===== src/rtl/dbus_master_bridge.sv =====
// dbus_master_bridge: turns single-cycle darkriscv load/store strobes into
// held, acknowledged device-bus transactions and stalls the core through HLT
// until the access completes. The device bus has no byte enables, so partial
// stores are executed as read-modify-write.
// Optional build macro DBUS_TIMEOUT_EN adds an ack timeout with a sticky ERR.
module dbus_master_bridge #(
  parameter logic [31:0] BASE    = 32'h8000_0000,
  parameter logic [31:0] MASK    = 32'hF000_0000,
  parameter int unsigned TIMEOUT = 255
) (
  input  logic        CLK,
  input  logic        RES_N,
  input  logic [31:0] DADDR,
  input  logic [31:0] DATAO,
  input  logic [3:0]  BE,
  input  logic        RD,
  input  logic        WR,
  output logic [31:0] DATAI,
  output logic        HLT,
  output logic        ERR,
  input  logic        ERR_CLR,
  output logic        EN,
  output logic        RE,
  output logic        WE,
  input  logic        RACK,
  input  logic        WACK,
  output logic [31:0] ADDR,
  output logic [31:0] DATA_O,
  output logic        DATA_OE,
  input  logic [31:0] DATA_I
);

  typedef enum logic [2:0] {
    IDLE   = 3'd0,
    RD_REQ = 3'd1,
    WR_REQ = 3'd2,
    RMW_RD = 3'd3,
    RMW_WR = 3'd4,
    DONE   = 3'd5
  } state_t;

  // Last wait cycle before an unacknowledged access is abandoned.
  localparam logic [7:0] TO_LAST = 8'(TIMEOUT - 1);

  state_t      state;
  logic [31:0] hold_data;
  logic [3:0]  hold_be;
  logic        hit;
  logic        req;

  // Byte-wise merge of store data over the word read back from the bus.
  function automatic logic [31:0] merge_bytes(input logic [31:0] wdata,
                                              input logic [31:0] rdata,
                                              input logic [3:0]  be);
    logic [31:0] res;
    res = rdata;
    for (int i = 0; i < 4; i++) begin
      if (be[i]) res[8*i +: 8] = wdata[8*i +: 8];
    end
    return res;
  endfunction

  assign hit = (DADDR & MASK) == BASE;
  assign req = (RD | WR) & hit;

  // Stall in the request cycle itself and in every bus-active state.
  assign HLT = RES_N & (((state == IDLE) & req) |
                        ((state != IDLE) & (state != DONE)));

  // Store operands captured at request time for the read-modify-write merge.
  always_ff @(posedge CLK) begin
    if ((state == IDLE) && req) begin
      hold_data <= DATAO;
      hold_be   <= BE;
    end
  end

`ifdef DBUS_TIMEOUT_EN
  logic [7:0] wait_cnt;
`else
  logic [8:0] unused_cfg;
  assign unused_cfg = {ERR_CLR, TO_LAST};
  assign ERR = 1'b0;
`endif

  // Transaction FSM with registered bus outputs and load data.
  always_ff @(posedge CLK or negedge RES_N) begin
    if (!RES_N) begin
      state   <= IDLE;
      EN      <= 1'b0;
      RE      <= 1'b0;
      WE      <= 1'b0;
      DATA_OE <= 1'b0;
      ADDR    <= 32'h0;
      DATA_O  <= 32'h0;
      DATAI   <= 32'h0;
`ifdef DBUS_TIMEOUT_EN
      ERR      <= 1'b0;
      wait_cnt <= 8'h0;
`endif
    end else begin
`ifdef DBUS_TIMEOUT_EN
      // A timeout later in this block overrides the clear.
      if (ERR_CLR) ERR <= 1'b0;
`endif
      case (state)
        IDLE: begin
          if (req) begin
            ADDR <= {DADDR[31:2], 2'b00};
`ifdef DBUS_TIMEOUT_EN
            wait_cnt <= 8'h0;
`endif
            // RD and WR together is handled as a store.
            if (WR) begin
              if (BE == 4'hF) begin
                state   <= WR_REQ;
                EN      <= 1'b1;
                WE      <= 1'b1;
                DATA_OE <= 1'b1;
                DATA_O  <= DATAO;
              end else if (BE == 4'h0) begin
                state <= DONE;
              end else begin
                state <= RMW_RD;
                EN    <= 1'b1;
                RE    <= 1'b1;
              end
            end else begin
              state <= RD_REQ;
              EN    <= 1'b1;
              RE    <= 1'b1;
            end
          end
        end
        RD_REQ: begin
          if (RACK) begin
            DATAI <= DATA_I;
            EN    <= 1'b0;
            RE    <= 1'b0;
            state <= DONE;
          end
`ifdef DBUS_TIMEOUT_EN
          else if (wait_cnt == TO_LAST) begin
            DATAI <= 32'hFFFF_FFFF;
            EN    <= 1'b0;
            RE    <= 1'b0;
            ERR   <= 1'b1;
            state <= DONE;
          end else begin
            wait_cnt <= wait_cnt + 8'd1;
          end
`endif
        end
        WR_REQ, RMW_WR: begin
          if (WACK) begin
            EN      <= 1'b0;
            WE      <= 1'b0;
            DATA_OE <= 1'b0;
            state   <= DONE;
          end
`ifdef DBUS_TIMEOUT_EN
          else if (wait_cnt == TO_LAST) begin
            EN      <= 1'b0;
            WE      <= 1'b0;
            DATA_OE <= 1'b0;
            ERR     <= 1'b1;
            state   <= DONE;
          end else begin
            wait_cnt <= wait_cnt + 8'd1;
          end
`endif
        end
        RMW_RD: begin
          // EN stays high; RE hands over to WE so they never overlap.
          if (RACK) begin
            DATA_O  <= merge_bytes(hold_data, DATA_I, hold_be);
            RE      <= 1'b0;
            WE      <= 1'b1;
            DATA_OE <= 1'b1;
            state   <= RMW_WR;
`ifdef DBUS_TIMEOUT_EN
            wait_cnt <= 8'h0;
`endif
          end
`ifdef DBUS_TIMEOUT_EN
          else if (wait_cnt == TO_LAST) begin
            EN    <= 1'b0;
            RE    <= 1'b0;
            ERR   <= 1'b1;
            state <= DONE;
          end else begin
            wait_cnt <= wait_cnt + 8'd1;
          end
`endif
        end
        DONE: begin
          state <= IDLE;
        end
        default: begin
          state <= IDLE;
        end
      endcase
    end
  end

endmodule


===== config.mk =====
export PLATFORM = sky130hd
export DESIGN_NAME = dbus_master_bridge
export DESIGN_NICKNAME = d
export VERILOG_FILES = /design/src/rtl/dbus_master_bridge.sv
export SDC_FILE = /design/constraint.sdc
export NUM_CORES = 1
export LEC_CHECK = 0
export CAP_MARGIN = 30
export CORE_AREA = 2 2 114 116
export CTS_CLUSTER_SIZE = 10
export DETAILED_ROUTE_END_ITERATION = 16
export DIE_AREA = 0 0 116 118
export GPL_ROUTABILITY_DRIVEN = 0
export PLACE_DENSITY = 0.94
export REMOVE_ABC_BUFFERS = 1
export SLEW_MARGIN = 40
export SYNTH_ARGS = -nofsm -noshare
export SYNTH_HDL_FRONTEND = slang
export SYNTH_SLANG_ARGS = --single-unit

===== constraint.sdc =====
create_clock -name CLK -period 4.21 [get_ports CLK]
set_input_delay 0.842 -clock CLK [delete_from_list [all_inputs] [get_ports CLK]]
set_output_delay 0.842 -clock CLK [all_outputs]
set_load 0.01 [all_outputs]

==> run summary <==
The flow ran to the end, and the final reports show no timing, DRC or antenna violations. The final cell count without fillers was 820; the total of buffers placed on input and output ports was 202. The first routing iteration left 258 violations. The clock period could shrink to 3.54 ns.

After synthesis the netlist holds a flip-flop and latch count of 136. In the final timing run, aggregate negative setup slack is 0 ns. The routed layout has 4229 vias.

0 antenna diodes ended up in the layout. The final worst slack was 0.666 ns; the count of standard-cell rows was 41. The number of synthesized flops with an enable pin was 36.

The terminus of the critical flop-to-flop path was DATA_O[8]. The peak fanout along the critical path works out to 5. Clock tree synthesis selected as its root buffer the cell sky130_fd_sc_hd__clkbuf_16. Counting tap cells, the placed design contains a total of 788 instances. The first detailed-routing pass took 4 iterations. Tracing the worst setup path back leads to its startpoint at DADDR[29]. In this run switching power makes up 28.2% of total power. The ratio of cells with drive above 1 in the final layout was 16.2%; the post-synthesis async set-or-reset flop share was 73.5%. Counting along the longest clock path gives a buffer depth of 2. The slew of the pin with the lowest slew margin is 0.806 ns. Biggest area consumer among synthesized cells: sky130_fd_sc_hd__dfrtp_1.

The run gives 22.8% as the overall global routing resource usage. The initial antenna violation count came out at 0. The count of nets left with antenna violations once routing finished came out at 0.

The total length of routed wires was 15000 um; the die extent in x was 116 um. Share of power burned in combinational logic: 33.1%. The total power per unit cell area is 600 nW/um^2, and the number of clock buffers inserted by TritonCTS is 17.

In the layout the commonest cells are sky130_fd_sc_hd__clkdlybuf4s50_1 (201), sky130_fd_sc_hd__dfrtp_1 (100), sky130_fd_sc_hd__mux2i_1 (64). The tools report the sum of net half-perimeters after detailed placement as 10400 um. The run gives 0 as the buffers inserted during post-CTS setup optimization. Setup repair after global routing left no endpoint under its margin. The internal power of the cells totals 3.69 mW.

After floorplanning, the core was sized to cover 12400 um^2. For this run, the leading register cell type out of synthesis is sky130_fd_sc_hd__dfrtp_1. The clock arrives with 0.00667 ns of skew.

The logs give 83 for the pin count of the biggest net entering global routing and 46.1% for the tightest slew margin relative to the limit. VDD sags by at most 354 uV. The clock latency reported for the late side of the worst-skew pair was 0.42 ns.

Sequential cells burn 39.1% of the power. Summing every instance area after synthesis gives 5810 um^2. Based on the critical path, the design can be clocked at up to 282 MHz. The TritonCTS sink count was 136. The tools report the total net switching power as 1.45 mW. The clock network fraction of design power was 27.8%. Most common cell after layout, fill and taps aside: sky130_fd_sc_hd__clkdlybuf4s50_1. Setup violations remaining at the end of the flow were counted as 0. The tools report the arrival time at the worst endpoint as 2.70 ns.

For the number of maximum-capacitance violations, the log shows 0. Using the TritonRoute via totals, the vias-per-cell ratio works out to 5.16. Via count of the first global-routing pass: 4623.

In the final design database the tool counted 742 nets. The height of the die came out at 118 um. CTS built an H-tree with a depth of 4.

The number of design rule violations left after detail routing came out at 0. The layout overhead on the synthesized area was 47.4%; the register-to-register path setup slack was 1.96 ns. Once the floorplan was initialized, standard cells occupied 46.8% of the core. The worst setup path is launched from an input port. The run gives 61.7% as the sequential cell area fraction in the yosys report. The classification of the worst setup path was in2out. Average wire length per cell after detail routing: 18.3 um.

The final critical path takes up 84.2% of the cycle. The worst register-to-register path has a depth of 5. The number of gates resized after CTS was 0.

The run gives 3.55 nW as the leakage power total. After synthesis, the mean cell area works out to 13.4 um^2. TritonCTS built the clock tree. Reg-to-reg startpoint: state[2].

After synthesis, the cell types taking the most area are sky130_fd_sc_hd__dfrtp_1 (43%), sky130_fd_sc_hd__edfxtp_1 (19%), sky130_fd_sc_hd__mux2_2 (11%). In this run the biggest area consumer among cell types represents 43.1% of the synthesized area. For this design the top-level I/O count stands at 209. Capturing instance or port of the critical path: HLT.

The total overflow left after global routing is 0. The tools report the sort of element at the end of the critical path as an output port. Prior to clock tree synthesis, the placed netlist has a worst setup slack of 0.670 ns. After clock tree synthesis, the flow added hold-fix buffers numbering 0.

The netlist uses 37 different library cells. The clock slew at the register clock pins of the worst setup and hold paths is 0.06 ns, and the die footprint is 13700 um^2. For the count of endpoints failing hold in the final timing report, the log shows 0. The logs give 0 for the final count of pins violating max slew and 23800 um for the first-pass GRT wire length. At the worst endpoint, the required time is 3.37 ns.

The number of instances in the synthesized netlist is 433, and the total chip power is 5.14 mW. The number of warnings issued by yosys was 0. In this run the worst hold path is classified as in2async.
## kinds of logic (layout without fill, tap and decap cells)
kind of cell / count (synthesis) / after routing / synth area share (%)
flip-flops: 136 / 136 / 61.7
multiplexers: 122 / 122 / 22.3
adder cells (fa/ha/maj): 1 / 1 / 0.172
other: 1 / 3 / 0.0646
buffers and inverters: 62 / 275 / 5.15
AND/OR/NAND/NOR: 62 / 62 / 5.71
XOR/XNOR: 1 / 1 / 0.151
AO/OA/AOI/OAI: 48 / 48 / 4.80
## worst max-delay path, cell delays in order
cell and delay (ns):
sky130_fd_sc_hd__clkdlybuf4s50_1 0.44, sky130_fd_sc_hd__nor4b_4 0.42, sky130_fd_sc_hd__o21ai_2 0.16, sky130_fd_sc_hd__a21oi_1 0.17
sky130_fd_sc_hd__o21a_1 0.12, sky130_fd_sc_hd__clkdlybuf4s50_1 0.54
## sequential cells by signal, summed over array words and instances (netlist names)
register and flops:
ADDR 30, DATAI 32, DATA_O 32, DATA_OE 1, EN 1, RE 1, hold_be 4, hold_data 32
state 3
## metrics by stage
stage | hold slack, ns | area, um^2 | util [%]
6_report | 0.310 | 8570 | 69.0
4_1_cts | 0.308 | 8560 | 69.0
5_1_grt | 0.316 | 8570 | 69.0
3_5_place_dp | 0.478 | 7990 | 64.4
2_1_floorplan | 0.512 | 5640 | -
3_3_place_gp | 0.453 | 7980 | 64.3
## synth_stat cells, types with 2 or more instances
cell / count
sky130_fd_sc_hd__o211ai_1: 3
sky130_fd_sc_hd__mux2_2: 58
sky130_fd_sc_hd__buf_1: 5
sky130_fd_sc_hd__a22o_1: 2
sky130_fd_sc_hd__a21oi_1: 35
sky130_fd_sc_hd__o21ai_2: 2
sky130_fd_sc_hd__and2_1: 2
sky130_fd_sc_hd__mux2i_1: 64
sky130_fd_sc_hd__nor2b_1: 3
sky130_fd_sc_hd__buf_6: 6
sky130_fd_sc_hd__nand2b_1: 2
sky130_fd_sc_hd__nor2_1: 37
sky130_fd_sc_hd__or2_2: 2
sky130_fd_sc_hd__edfxtp_1: 36
sky130_fd_sc_hd__buf_2: 5
sky130_fd_sc_hd__clkbuf_1: 9
sky130_fd_sc_hd__buf_4: 4
sky130_fd_sc_hd__inv_1: 33
sky130_fd_sc_hd__nand3_1: 3
sky130_fd_sc_hd__nand2_1: 3
sky130_fd_sc_hd__nand3b_1: 3
sky130_fd_sc_hd__nand4b_1: 2
sky130_fd_sc_hd__dfrtp_1: 100
## metal layers
metal / vias to the layer above / part of all wire, % / track usage [%]
li1: 1913 / - / -
met1: 2090 / 37 / 25.5
met2: 191 / 52 / 39.4
met3: 35 / 8.3 / 7.83
met4: 0 / 2.4 / 8.85
met5: - / 0 / 0
## cell type report
| type | count | area, um^2 |
|---|---|---|
| Fill cell | 895 | 3850 |
| Sequential cell | 136 | 3580 |
| Timing Repair Buffer | 210 | 2120 |
| Multi-Input combinational cell | 237 | 1950 |
| Clock buffer | 18 | 439 |
| Tap cell | 172 | 215 |
| Clock inverter | 14 | 133 |
| Inverter | 33 | 124 |
## power groups by stage
stage	Clock (mW)	Combinational (mW)	Sequential (mW)
after CTS	1.45	1.73	2.01
final	1.43	1.70	2.01
after global placement	0	1.65	1.99
after detailed placement	0	1.71	2.03
after global routing	1.52	1.82	2.05
after floorplan	0	0.482	2.17
## worst min-delay path by stage
stage                 to      from
6_report       DATAI[20]     RES_N
5_1_grt        DATAI[20]     RES_N
4_1_cts        DATAI[17]     RES_N
3_5_place_dp    ADDR[31]  ADDR[31]
3_3_place_gp    ADDR[31]  ADDR[31]
2_1_floorplan   ADDR[31]  ADDR[31]
Power figures use the tool's default switching activity.
